[src/rtl/gated_bus_n.sv]
// rtl/gated_bus_n.sv - N-source priority bus driver with registered copy, conflict detection and optional keeper.
// Optional bus-keeper selected by defining GATED_BUS_HOLD_EN.
module gated_bus_n #(
  parameter int WIDTH = 16,
  parameter int N     = 4,
  parameter int CNT_W = 8
) (
  input  logic                   Clk,
  input  logic                   Reset_n,
  input  logic [N-1:0]           gate,
  input  logic [N*WIDTH-1:0]     din,
  input  logic                   err_clr,
  output logic [WIDTH-1:0]       bus_q,
  output logic                   conflict,
  output logic [WIDTH-1:0]       bus_r,
  output logic [$clog2(N)-1:0]   drv_r,
  output logic                   valid_r,
  output logic                   err_sticky,
  output logic [CNT_W-1:0]       conflict_cnt
);

  localparam int IDX_W = $clog2(N);
  localparam logic [CNT_W-1:0] CNT_MAX = '1;

  logic [IDX_W-1:0] win;
  logic [WIDTH-1:0] sel;
  logic [WIDTH-1:0] idle_val;
  logic             any;

  // Scan from the top down so the lowest set gate index is the last one written.
  always_comb begin
    win = '0;
    sel = '0;
    for (int i = N - 1; i >= 0; i--) begin
      if (gate[i]) begin
        win = IDX_W'(i);
        sel = din[i*WIDTH +: WIDTH];
      end
    end
  end

  assign any = |gate;

  // Clearing the lowest set bit leaves something only if two or more bits were set.
  assign conflict = |(gate & (gate - N'(1)));

`ifdef GATED_BUS_HOLD_EN
  logic [WIDTH-1:0] keeper;

  always_ff @(posedge Clk or negedge Reset_n) begin
    if (!Reset_n) begin
      keeper <= '0;
    end else if (any) begin
      keeper <= sel;
    end
  end

  assign idle_val = keeper;
`else
  assign idle_val = '0;
`endif

  assign bus_q = any ? sel : idle_val;

  always_ff @(posedge Clk or negedge Reset_n) begin
    if (!Reset_n) begin
      bus_r   <= '0;
      drv_r   <= '0;
      valid_r <= 1'b0;
    end else begin
      bus_r   <= bus_q;
      valid_r <= any;
      if (any) begin
        drv_r <= win;
      end
    end
  end

  // A conflict in the same cycle as a clear wins: the sticky bit stays set and the count restarts at 1.
  always_ff @(posedge Clk or negedge Reset_n) begin
    if (!Reset_n) begin
      err_sticky   <= 1'b0;
      conflict_cnt <= '0;
    end else begin
      if (conflict) begin
        err_sticky <= 1'b1;
      end else if (err_clr) begin
        err_sticky <= 1'b0;
      end

      if (err_clr) begin
        conflict_cnt <= CNT_W'(conflict);
      end else if (conflict && (conflict_cnt != CNT_MAX)) begin
        conflict_cnt <= conflict_cnt + CNT_W'(1);
      end
    end
  end

endmodule

[config.mk]
export PLATFORM = sky130hd
export DESIGN_NAME = gated_bus_n
export DESIGN_NICKNAME = d
export VERILOG_FILES = /design/src/rtl/gated_bus_n.sv
export SDC_FILE = /design/constraint.sdc
export NUM_CORES = 1
export LEC_CHECK = 0
export ABC_AREA = 1
export ABC_CLOCK_PERIOD_IN_PS = 1650
export BUFFER_PORTS_ARGS = -buffer_cell sky130_fd_sc_hd__buf_4
export CAP_MARGIN = 5
export CELL_PAD_IN_SITES_DETAIL_PLACEMENT = 1
export CELL_PAD_IN_SITES_GLOBAL_PLACEMENT = 2
export CORE_MARGIN = 1.5
export CORE_UTILIZATION = 18
export DETAILED_ROUTE_END_ITERATION = 7
export GPL_TIMING_DRIVEN = 0
export PLACE_DENSITY_LB_ADDON = 0.1
export SLEW_MARGIN = 25
export SYNTH_ARGS = -nofsm -noshare
export SYNTH_HDL_FRONTEND = slang
export SYNTH_SLANG_ARGS = --single-unit
export TNS_END_PERCENT = 1
[constraint.sdc]
create_clock -name Clk -period 1.65 [get_ports Clk]
set_clock_uncertainty 0.2 [all_clocks]
set_input_delay 0.4125 -clock Clk [delete_from_list [all_inputs] [get_ports Clk]]
set_output_delay 0.4125 -clock Clk [all_outputs]
set_load 0.05 [all_outputs]
==> impl_metrics.ini, run 1 <==
[drt]
sum_of_routed_wire_length_over_all_layers_microns = 6800
viasPerCell = 4.336
drc_errors = 0
wire_per_inst_microns = 15.74
dr_total_vias = 1873
route.antenna.remaining_nets = 0
dr.first_iter.drc_count = 7
drt_pass1_iterations = 4

[worst_setup_path]
timing.critical_path.from = gate[0]
worst-r2r-cell-count = 7
cp_data_required_time_ns = 1.04
worstSetupPathType = in2out
cp_data_arrival_time_ns = 1.36
setup.worst_path.start_class = primary input
cp_max_fo = 10
worstSetupEndpointType = primary output
timing.rr.start = conflict_cnt[0]$_DFFE_PN0P_

[placement]
routability_cong = 0.7604
placed_cell_area_sq_um = 2824
place_hpwl_microns = 5284
placement.io_buffers = 115
dp_cells = 422

[cts]
ctsRootBufferMaster = sky130_fd_sc_hd__clkbuf_8
clock_insertion_delay_worst_skew_ns = 0.28
clkSlewWorstSetupHoldPaths_ns = 0.11
cts_inserted_buffers = 3
clock_sink_count = 28
tritoncts = done
cts-htree-levels = 1
clock_tree.buffer_depth = 2

[synthesis]
synth-main-ff-cell = sky130_fd_sc_hd__dfrtp_1
mappedNetlistNets = 274
synthesis.yosys.warnings = 0
synth.area.top_cells = sky130_fd_sc_hd__dfrtp_1 44%, sky130_fd_sc_hd__nand2_1 16%, sky130_fd_sc_hd__o221ai_1 8.9%
synth.avg_cell_area_sq_um = 7.805
synth_enable_flop_cells = 0
cell_area_after_synthesis_sq_um = 1577
netlist_top_cells_count = 68 x sky130_fd_sc_hd__nand2_1, 28 x sky130_fd_sc_hd__dfrtp_1, 24 x sky130_fd_sc_hd__nor2_1
yosys.area.top_type_share = 0.4444
post_synth_inst_count = 202
top_count_cell_post_synth = sky130_fd_sc_hd__nand2_1
yosys_register_bits = 28
synth_cell_types = 24
yosysTopAreaCell = sky130_fd_sc_hd__dfrtp_1
synth-async-reset-ratio = 1.000
synth_sequential_area_ratio = 0.4444

[job]
drv_cap = 0

[sta]
grt_setup_unrepaired = yes
layout_setup_ws_ns = -0.3272
fmax_ghz = 0.5058
max_slew_vio_count = 0
setup_viol = 17
worst_pin_slew_ns = 0.4035
post-route-min-period_ns = 1.977
final.period_utilization = 1.198
worst_slew_margin_rel = 0.7310
timing.final.hold_violations = 0

[floorplanning]
design.core.area_sq_um = 8341
io_pins = 116
die-area_sq_um = 9329
die_height_microns = 96.59
die_x_microns = 96.59
floorplan.initialDensity = 0.1890
core.rowCount = 33

[finish]
share_of_post_route_cells_with_drive_strength_above_1 = 0.5933
fin_area_sq_um = 3301
layout.filler_cells = 976
area_added_between_synthesis_and_finish_pct = 109.4
number_of_diodes_added_for_antenna_fixing = 0
instances_no_fill = 432
num-nets-final = 400

[min_path]
hold_path_startpoint = gate[0]
worstHoldPathCells = 2
worst_min_path_class = in2reg

[power]
net_switching_mw = 0.9734
clkPwrFrac = 0.231
vdd_ir_drop_max_uv = 311.9
sequential_cell_fraction_of_total_power = 0.315
power_density_nw_per_um2 = 752.6
combinationalPowerShare = 0.454
cell_internal_pwr_mw = 1.511
switching_share_of_total_power = 0.3918
p_leak_nw = 1.524

[grt]
grt_antenna_before_repair = 0
gr-usage-all-layers = 0.1479
grt_first_pass_wirelength_microns = 10280
grt_start_max_net_pins = 29
grt_pass1_vias = 1998
grt-ovfl-total = 0

[status]
outcome = complete, but fails checks
failed_checks = negative setup slack
## cells by family (layout without fill, tap and decap cells)
logic type | count (synthesis) | in the layout | share of synthesized area
buffers and inverters | 21 | 146 | 0.06349
adder cells (fa/ha/maj) | 1 | 1 | 0.007935
flip-flops | 28 | 28 | 0.4444
XOR/XNOR | 2 | 2 | 0.01111
AO/OA/AOI/OAI | 36 | 36 | 0.1524
AND/OR/NAND/NOR | 114 | 114 | 0.3206
## power by group through the flow
stage,clock network (mW),logic [mW],registers (mW)
floorplan,0,0.408,0.997
global placement,0,0.998,0.791
global route,0.616,1.20,0.790
detailed placement,0,1.00,0.792
finish,0.573,1.13,0.782
CTS,0.600,1.11,0.779
## critical path, cell delays in order
cell	delay, ns
sky130_fd_sc_hd__buf_4	0.14
sky130_fd_sc_hd__inv_4	0.12
sky130_fd_sc_hd__nand2_4	0.10
sky130_fd_sc_hd__buf_12	0.17
sky130_fd_sc_hd__o221ai_2	0.18
sky130_fd_sc_hd__nor2_4	0.07
sky130_fd_sc_hd__buf_6	0.15
## per-layer routing
metal / vias to the layer above / wire (microns) / GRT usage
met5: - / 0 / 0
met4: 0 / 61 / 0.02657
met3: 4 / 360 / 0.03756
met2: 43 / 3690 / 0.2634
met1: 900 / 2687 / 0.1803
li1: 926 / - / -
## placed cells by master (no fill, tap or decap)
cell type,netlist,routed
sky130_fd_sc_hd__buf_4,3,99
sky130_fd_sc_hd__nand2_1,68,65
sky130_fd_sc_hd__dfrtp_1,28,23
sky130_fd_sc_hd__nor2_4,1,20
sky130_fd_sc_hd__buf_6,1,15
sky130_fd_sc_hd__inv_1,11,11
sky130_fd_sc_hd__a21oi_4,0,10
sky130_fd_sc_hd__nand3_1,9,9
sky130_fd_sc_hd__buf_8,0,6
sky130_fd_sc_hd__o221ai_2,0,6
sky130_fd_sc_hd__a21oi_2,0,6
sky130_fd_sc_hd__o221ai_1,16,6
sky130_fd_sc_hd__nor2_1,24,6
sky130_fd_sc_hd__buf_12,0,5
sky130_fd_sc_hd__dfrtp_2,0,5
sky130_fd_sc_hd__o221ai_4,0,4
sky130_fd_sc_hd__nand2_2,2,3
sky130_fd_sc_hd__nand2_4,1,3
sky130_fd_sc_hd__nor3_1,3,3
sky130_fd_sc_hd__clkbuf_8,0,3
sky130_fd_sc_hd__o21ai_0,2,2
sky130_fd_sc_hd__nor2_8,2,2
sky130_fd_sc_hd__nand4_1,2,2
sky130_fd_sc_hd__xor2_1,2,2
sky130_fd_sc_hd__inv_2,2,1
sky130_fd_sc_hd__clkbuf_4,0,1
sky130_fd_sc_hd__inv_4,0,1
sky130_fd_sc_hd__clkinv_1,1,1
sky130_fd_sc_hd__nor2_2,2,1
sky130_fd_sc_hd__o21ai_1,1,1
sky130_fd_sc_hd__a21oi_1,17,1
sky130_fd_sc_hd__ha_4,0,1
sky130_fd_sc_hd__bufinv_16,0,1
sky130_fd_sc_hd__buf_16,0,1
sky130_fd_sc_hd__dlygate4sd3_1,0,1
## what timing repair did
item,4_1_cts,5_1_grt
cloned,1,0
buffers inserted,4,0
setup endpoints to repair,18,28
gates resized for setup,47,23
hold buffers,1,0
endpoints found under the hold margin,28,0
pin swaps,8,6
## state kept, by name (all words and copies together) (netlist names)
| signal | cells |
|---|---|
| err_sticky | 1 |
| valid_r | 1 |
| bus_r | 16 |
| drv_r | 2 |
| conflict_cnt | 8 |
## final timing paths
check / endpoint / slack [ns]
worst max-delay path: bus_q[9] / -0.33
worst min-delay path: drv_r[1]$_DFFE_PN0P_ / 0.15
worst max register to register: conflict_cnt[0]$_DFFE_PN0P_ / 0.13
worst min register to register: err_sticky$_DFFE_PN0P_ / 0.33
max in group asynchronous: conflict_cnt[5]$_DFFE_PN0P_ / 0.55
min in group asynchronous: bus_r[5]$_DFF_PN0_ / 0.39
## stage by stage
stage | total power [mW] | TNS, ns | util | worst slack (ns) | hold WS (ns)
2_1_floorplan | 1.405 | -2.590 | - | -0.1809 | -0.08309
3_5_place_dp | 1.796 | -9.885 | 0.3386 | -0.5987 | 0.1775
5_1_grt | 2.601 | -6.033 | 0.3957 | -0.3851 | 0.1539
6_report | 2.484 | -5.149 | 0.3957 | -0.3272 | 0.1459
4_1_cts | 2.485 | -5.454 | 0.3830 | -0.3621 | 0.1384
3_3_place_gp | 1.789 | -9.598 | 0.3386 | -0.5946 | 0.1775
## layout make-up
class / count / area [sq um] / area share
Clock inverter: 1 / 30.03 / 0.009098
Inverter: 14 / 55.05 / 0.01668
Tap cell: 105 / 131.4 / 0.03980
Clock buffer: 3 / 41.29 / 0.01251
Buffer: 7 / 108.9 / 0.03298
Sequential cell: 28 / 706.9 / 0.2142
Multi-Input combinational cell: 153 / 1189 / 0.3601
Timing Repair Buffer: 121 / 1039 / 0.3146
Note: power is estimated with default switching activity, not from simulation.
==> inputs of run 2 (changes only) <==
--- a/config.mk
+++ b/config.mk
@@ -16,6 +16,7 @@
 export DETAILED_ROUTE_END_ITERATION = 7
 export GPL_TIMING_DRIVEN = 0
 export PLACE_DENSITY_LB_ADDON = 0.1
+export SETUP_SLACK_MARGIN = 0.5
 export SLEW_MARGIN = 25
 export SYNTH_ARGS = -nofsm -noshare
 export SYNTH_HDL_FRONTEND = slang
==> impl_metrics.ini, run 2 (synthesis results as in run 1) <==
[worst_setup_path]
setup.worst_path.start_class = primary input
cp_max_fo = 5
cp_data_arrival_time_ns = 1.36
worstSetupEndpointType = primary output
worst-r2r-cell-count = 7
cp_data_required_time_ns = 1.04
worstSetupPathType = in2out

[cts]
cts-htree-levels = 1
ctsRootBufferMaster = sky130_fd_sc_hd__clkbuf_8
clock_sink_count = 28
clkSlewWorstSetupHoldPaths_ns = 0.12
clock_insertion_delay_worst_skew_ns = 0.28
cts_inserted_buffers = 3
clock_tree.buffer_depth = 2
tritoncts = done

[finish]
postLayoutCoreUtil = 0.4418
registers.top_by_ff_count = bus_r
layout_top_registers = bus_r (16), conflict_cnt (8), drv_r (2)
layout.filler_cells = 943
number_of_diodes_added_for_antenna_fixing = 0
largest_register_ff_count = 16
share_of_post_route_cells_with_drive_strength_above_1 = 0.6607
instances_no_fill = 438
mostFrequentLayoutCells = 72 x sky130_fd_sc_hd__buf_4, 56 x sky130_fd_sc_hd__nand2_1, 29 x sky130_fd_sc_hd__buf_6
fin_area_sq_um = 3685
area_added_between_synthesis_and_finish_pct = 133.7
num-nets-final = 406
mostFrequentLayoutCell = sky130_fd_sc_hd__buf_4

[drt]
viasPerCell = 4.363
drc_errors = 0
route.antenna.remaining_nets = 0
dr.first_iter.drc_count = 16
dr_total_vias = 1911
drt_pass1_iterations = 4
wire_per_inst_microns = 16.13
sum_of_routed_wire_length_over_all_layers_microns = 7063

[grt]
grt_pass1_vias = 2048
grt_antenna_before_repair = 0
grt_start_max_net_pins = 29
grt-ovfl-total = 0
grt_first_pass_wirelength_microns = 10470
gr-usage-all-layers = 0.1502

[power]
total_power_mw = 2.629
cell_internal_pwr_mw = 1.602
net_switching_mw = 1.027
clkPwrFrac = 0.220
combinationalPowerShare = 0.475
vdd_ir_drop_max_uv = 309.6
switching_share_of_total_power = 0.3907
p_leak_nw = 1.647
power_density_nw_per_um2 = 713.5
sequential_cell_fraction_of_total_power = 0.304

[sta]
setup_viol = 17
worst_pin_slew_ns = 0.3180
post-route-min-period_ns = 1.972
worst_slew_margin_rel = 0.7867
layout_setup_ws_ns = -0.3224
max_slew_vio_count = 0
grt_setup_unrepaired = yes
fmax_ghz = 0.5070
setup_total_negative_slack_ns = -5.240
timing.final.hold_violations = 0
whs_ns = 0.09015
final.period_utilization = 1.195

[min_path]
worst_min_path_class = in2reg
worstHoldPathCells = 2

[floorplanning]
die_x_microns = 96.59
floorplan.initialDensity = 0.1890
core.rowCount = 33
io_pins = 116
die_height_microns = 96.59
die-area_sq_um = 9329
design.core.area_sq_um = 8341

[placement]
routability_cong = 0.7604
place_hpwl_microns = 5284
dp_cells = 422
pre_cts_slack_ns = -0.5987
placed_cell_area_sq_um = 2824
placement.io_buffers = 115

[status]
outcome = complete, but fails checks
failed_checks = negative setup slack

[job]
drv_cap = 0
## run 2: changes by cell type in the layout (fill, tap and decap cells not counted), sizes merged
cell and change:
buf +6
## run 2: worst max-delay path, stage by stage
cell,delay [ns]
sky130_fd_sc_hd__buf_12,0.11
sky130_fd_sc_hd__nor2_4,0.21
sky130_fd_sc_hd__nand2_4,0.13
sky130_fd_sc_hd__buf_4,0.18
sky130_fd_sc_hd__o221ai_2,0.08
sky130_fd_sc_hd__nor2_4,0.08
sky130_fd_sc_hd__buf_8,0.15
## run 2: worst paths after layout
| check | startpoint | endpoint | slack (ns) |
|---|---|---|---|
| max in group asynchronous | Reset_n | conflict_cnt[7]$_DFFE_PN0P_ | 0.64 |
| worst min register to register | err_sticky$_DFFE_PN0P_ | err_sticky$_DFFE_PN0P_ | 0.37 |
| worst max-delay path | gate[0] | bus_q[2] | -0.32 |
| worst max register to register | conflict_cnt[0]$_DFFE_PN0P_ | conflict_cnt[6]$_DFFE_PN0P_ | 0.12 |
| worst min-delay path | gate[0] | drv_r[1]$_DFFE_PN0P_ | 0.09 |
| min in group asynchronous | Reset_n | bus_r[5]$_DFF_PN0_ | 0.35 |
## run 2: timing repair
action	CTS	global route
setup buffers	4	4
endpoints found under the setup margin	72	100
gates cloned	1	2
endpoints found under the hold margin	28	0
gates resized for setup	95	57
pin swaps	15	10
hold buffers	1	0
## run 2: layout make-up
type | count | area, sq um | area share
clock buffers | 3 | 41.29 | 0.01121
inverters | 14 | 57.56 | 0.01562
flip-flops and latches | 28 | 710.7 | 0.1929
clock inverters | 1 | 30.03 | 0.008149
repair buffers | 127 | 1294 | 0.3511
multi-input cells | 153 | 1314 | 0.3565
well taps | 105 | 131.4 | 0.03565
plain buffers | 7 | 106.4 | 0.02886
## run 2: per-layer routing
layer  track usage  wire length [microns]  vias to the layer above
met5             0                      0                        -
met3       0.03756                    341                        4
met1        0.1826                   2762                      923
li1              -                      -                      941
met2        0.2686                   3897                       43
met4       0.02657                     61                        0
## run 2: power by group through the flow
| stage | sequential, mW | clock (mW) | combinational (mW) |
|---|---|---|---|
| finish | 0.800 | 0.580 | 1.25 |
| global route | 0.807 | 0.616 | 1.32 |
| CTS | 0.800 | 0.600 | 1.17 |
| detailed placement | 0.792 | 0 | 1.00 |
| global placement | 0.791 | 0 | 0.998 |
| floorplan | 0.997 | 0 | 0.408 |
==> inputs of run 3 (changes only) <==
--- a/config.mk
+++ b/config.mk
@@ -5,7 +5,6 @@
 export SDC_FILE = /design/constraint.sdc
 export NUM_CORES = 1
 export LEC_CHECK = 0
-export ABC_AREA = 1
 export ABC_CLOCK_PERIOD_IN_PS = 1650
 export BUFFER_PORTS_ARGS = -buffer_cell sky130_fd_sc_hd__buf_4
 export CAP_MARGIN = 5
==> impl_metrics.ini, run 3 <==
[grt]
gr-usage-all-layers = 0.1595
grt_first_pass_wirelength_microns = 10890
grt_pass1_vias = 2034
grt-ovfl-total = 0
grt_start_max_net_pins = 29
grt_antenna_before_repair = 0

[worst_setup_path]
worst-r2r-cell-count = 5
critPathTopFamily = buffers and inverters
worstSetupEndpointType = primary output
cp_data_required_time_ns = 1.04
crit_path_cell_trace = buf_8, nor2b_4, buf_8, buf_12, buf_16, a221oi_4, o31ai_4, buf_6
cp_max_fo = 5
cp.buffers_inverters = 5
setup.worst_path.start_class = primary input
reg2reg_slack_ns = -0.12
timing.critical_path.slowest_stage_cell = sky130_fd_sc_hd__a221oi_4
cp_data_arrival_time_ns = 1.55
timing.rr.start = conflict_cnt[0]$_DFFE_PN0P_
worst_path_most_repeated_cell = sky130_fd_sc_hd__buf_8
critical_path.max_stage_delay_ns = 0.28
worstSetupPathType = in2out
capturing_point_of_the_worst_reg2reg_path = conflict_cnt[3]$_DFFE_PN0P_

[floorplanning]
floorplan.initialDensity = 0.1843
io_pins = 116
core.rowCount = 33
die-area_sq_um = 8884
die_height_microns = 94.26
design.core.area_sq_um = 8134
die_x_microns = 94.26

[power]
sequential_cell_fraction_of_total_power = 0.336
clkPwrFrac = 0.173
cell_internal_pwr_mw = 1.384
switching_share_of_total_power = 0.4038
combinationalPowerShare = 0.491
power_density_nw_per_um2 = 664.5
total_power_mw = 2.322
vdd_ir_drop_max_uv = 317.0
net_switching_mw = 0.9378
p_leak_nw = 1.433

[placement]
dp_cells = 378
place_hpwl_microns = 4781
placement.io_buffers = 113
pre_cts_slack_ns = -0.8370
routability_cong = 0.7121
placed_cell_area_sq_um = 2716

[sta]
layout_setup_ws_ns = -0.5094
final.period_utilization = 1.309
fmax_ghz = 0.4631
setup_total_negative_slack_ns = -7.890
setup_viol = 21
max_slew_vio_count = 0
timing.final.hold_violations = 0
post-route-min-period_ns = 2.159
whs_ns = 0.1429
worst_slew_margin_rel = 0.6626
worst_pin_slew_ns = 0.5061
grt_setup_unrepaired = yes

[drt]
wire_per_inst_microns = 17.42
drc_errors = 0
sum_of_routed_wire_length_over_all_layers_microns = 6778
route.antenna.remaining_nets = 0
drt_pass1_iterations = 4
dr.first_iter.drc_count = 19
dr_total_vias = 1804
viasPerCell = 4.638

[synthesis]
yosysTopAreaCell = sky130_fd_sc_hd__dfrtp_1
synth_enable_flop_cells = 0
netlist_top_cells_count = 28 x sky130_fd_sc_hd__dfrtp_1, 20 x sky130_fd_sc_hd__nand2_1, 19 x sky130_fd_sc_hd__nor2b_1, 19 x sky130_fd_sc_hd__o31ai_1, 16 x sky130_fd_sc_hd__a221oi_1
synth_sequential_area_ratio = 0.4674
synthesis.yosys.warnings = 0
yosys.area.top_type_share = 0.4674
cell_area_after_synthesis_sq_um = 1499
synth-async-reset-ratio = 1.000
synth-main-ff-cell = sky130_fd_sc_hd__dfrtp_1
synth_cell_types = 26
top_count_cell_post_synth = sky130_fd_sc_hd__dfrtp_1
mappedNetlistNets = 232
yosys_register_bits = 28
post_synth_inst_count = 160
synth.area.top_cells = sky130_fd_sc_hd__dfrtp_1 47%, sky130_fd_sc_hd__o31ai_1 9.5%, sky130_fd_sc_hd__a221oi_1 9.3%
synth.avg_cell_area_sq_um = 9.368

[min_path]
endpoint_of_the_worst_hold_timing_path = valid_r$_DFF_PN0_
worstHoldPathCells = 2
worst_min_path_class = in2reg
hold_path_startpoint = gate[3]

[cts]
clkSlewWorstSetupHoldPaths_ns = 0.10
tritoncts = done
cts_inserted_buffers = 3
clock_insertion_delay_worst_skew_ns = 0.29
ctsRootBufferMaster = sky130_fd_sc_hd__clkbuf_8
cts-htree-levels = 1
clock_sink_count = 28
clock_tree.buffer_depth = 2

[finish]
layout_top_registers = bus_r (16), conflict_cnt (8), drv_r (2)
postLayoutCoreUtil = 0.4296
mostFrequentLayoutCell = sky130_fd_sc_hd__buf_4
share_of_post_route_cells_with_drive_strength_above_1 = 0.6549
mostFrequentLayoutCells = 76 x sky130_fd_sc_hd__buf_4, 42 x sky130_fd_sc_hd__buf_6, 23 x sky130_fd_sc_hd__dfrtp_1
num-nets-final = 358
registers.top_by_ff_count = bus_r
area_added_between_synthesis_and_finish_pct = 133.1
number_of_diodes_added_for_antenna_fixing = 0
largest_register_ff_count = 16
fin_area_sq_um = 3495
instances_no_fill = 389

[status]
outcome = complete, but fails checks
failed_checks = negative setup slack

[job]
drv_cap = 0
==> run 3: per-layer routing <==
layer / GRT usage / up-vias / wire length, microns
met5: 0 / - / 0
met4: 0.02239 / 0 / 43
met3: 0.04045 / 4 / 449
met2: 0.2812 / 58 / 3424
met1: 0.1988 / 893 / 2861
li1: - / 849 / -
==> run 3: worst max-delay path by stage <==
| stage | end | depth (start not counted) | slack (ns) | start |
|---|---|---|---|---|
| CTS | bus_q[13] | 8 | -0.54 | gate[3] |
| global route | bus_q[10] | 8 | -0.56 | gate[3] |
| floorplan | bus_q[10] | 5 | -0.39 | gate[3] |
| finish | bus_q[10] | 8 | -0.51 | gate[3] |
| detailed placement | bus_q[13] | 6 | -0.84 | gate[2] |
| global placement | bus_q[14] | 6 | -0.82 | gate[2] |
==> run 3: cell families after synthesis <==
kind of cell / share of synthesized area
AND/OR/NAND/NOR: 0.2204
buffers and inverters: 0.05092
flip-flops: 0.4674
AO/OA/AOI/OAI: 0.2462
adder cells (fa/ha/maj): 0.008346
multiplexers: 0.006678
==> run 3: final cells by class <==
class                   instances  area [sq um]
repair buffers                121          1141
fillers                       877          4639
clock buffers                   3         41.29
flip-flops and latches         28         706.9
multi-input cells             116          1301
well taps                     105         131.4
plain buffers                  14         161.4
inverters                       2         11.26
==> run 3: power groups by stage <==
stage                     clock network, mW  registers, mW  logic [mW]
after floorplan                           0          0.964       0.383
after global placement                    0          0.779       0.920
after detailed placement                  0          0.780       0.920
after CTS                             0.420          0.780        1.13
after global routing                  0.443          0.788        1.20
final                                 0.402          0.780        1.14
==> run 3: what timing repair did <==
item                       in CTS  in global routing
cloned                          1                  0
setup endpoints to repair      73                 89
setup buffers                   4                  2
hold endpoints to repair       28                  0
hold buffers                    1                  0
gates resized for setup       108                 20
pin swaps                      22                  7
==> run 3: worst reg2reg max path, stage by stage (launching register included) <==
cell                      delay [ns]
sky130_fd_sc_hd__dfrtp_2        0.46
sky130_fd_sc_hd__ha_4           0.19
sky130_fd_sc_hd__nand4_1        0.18
sky130_fd_sc_hd__nor2_2         0.09
sky130_fd_sc_hd__or4_1          0.43
sky130_fd_sc_hd__a21oi_2        0.14
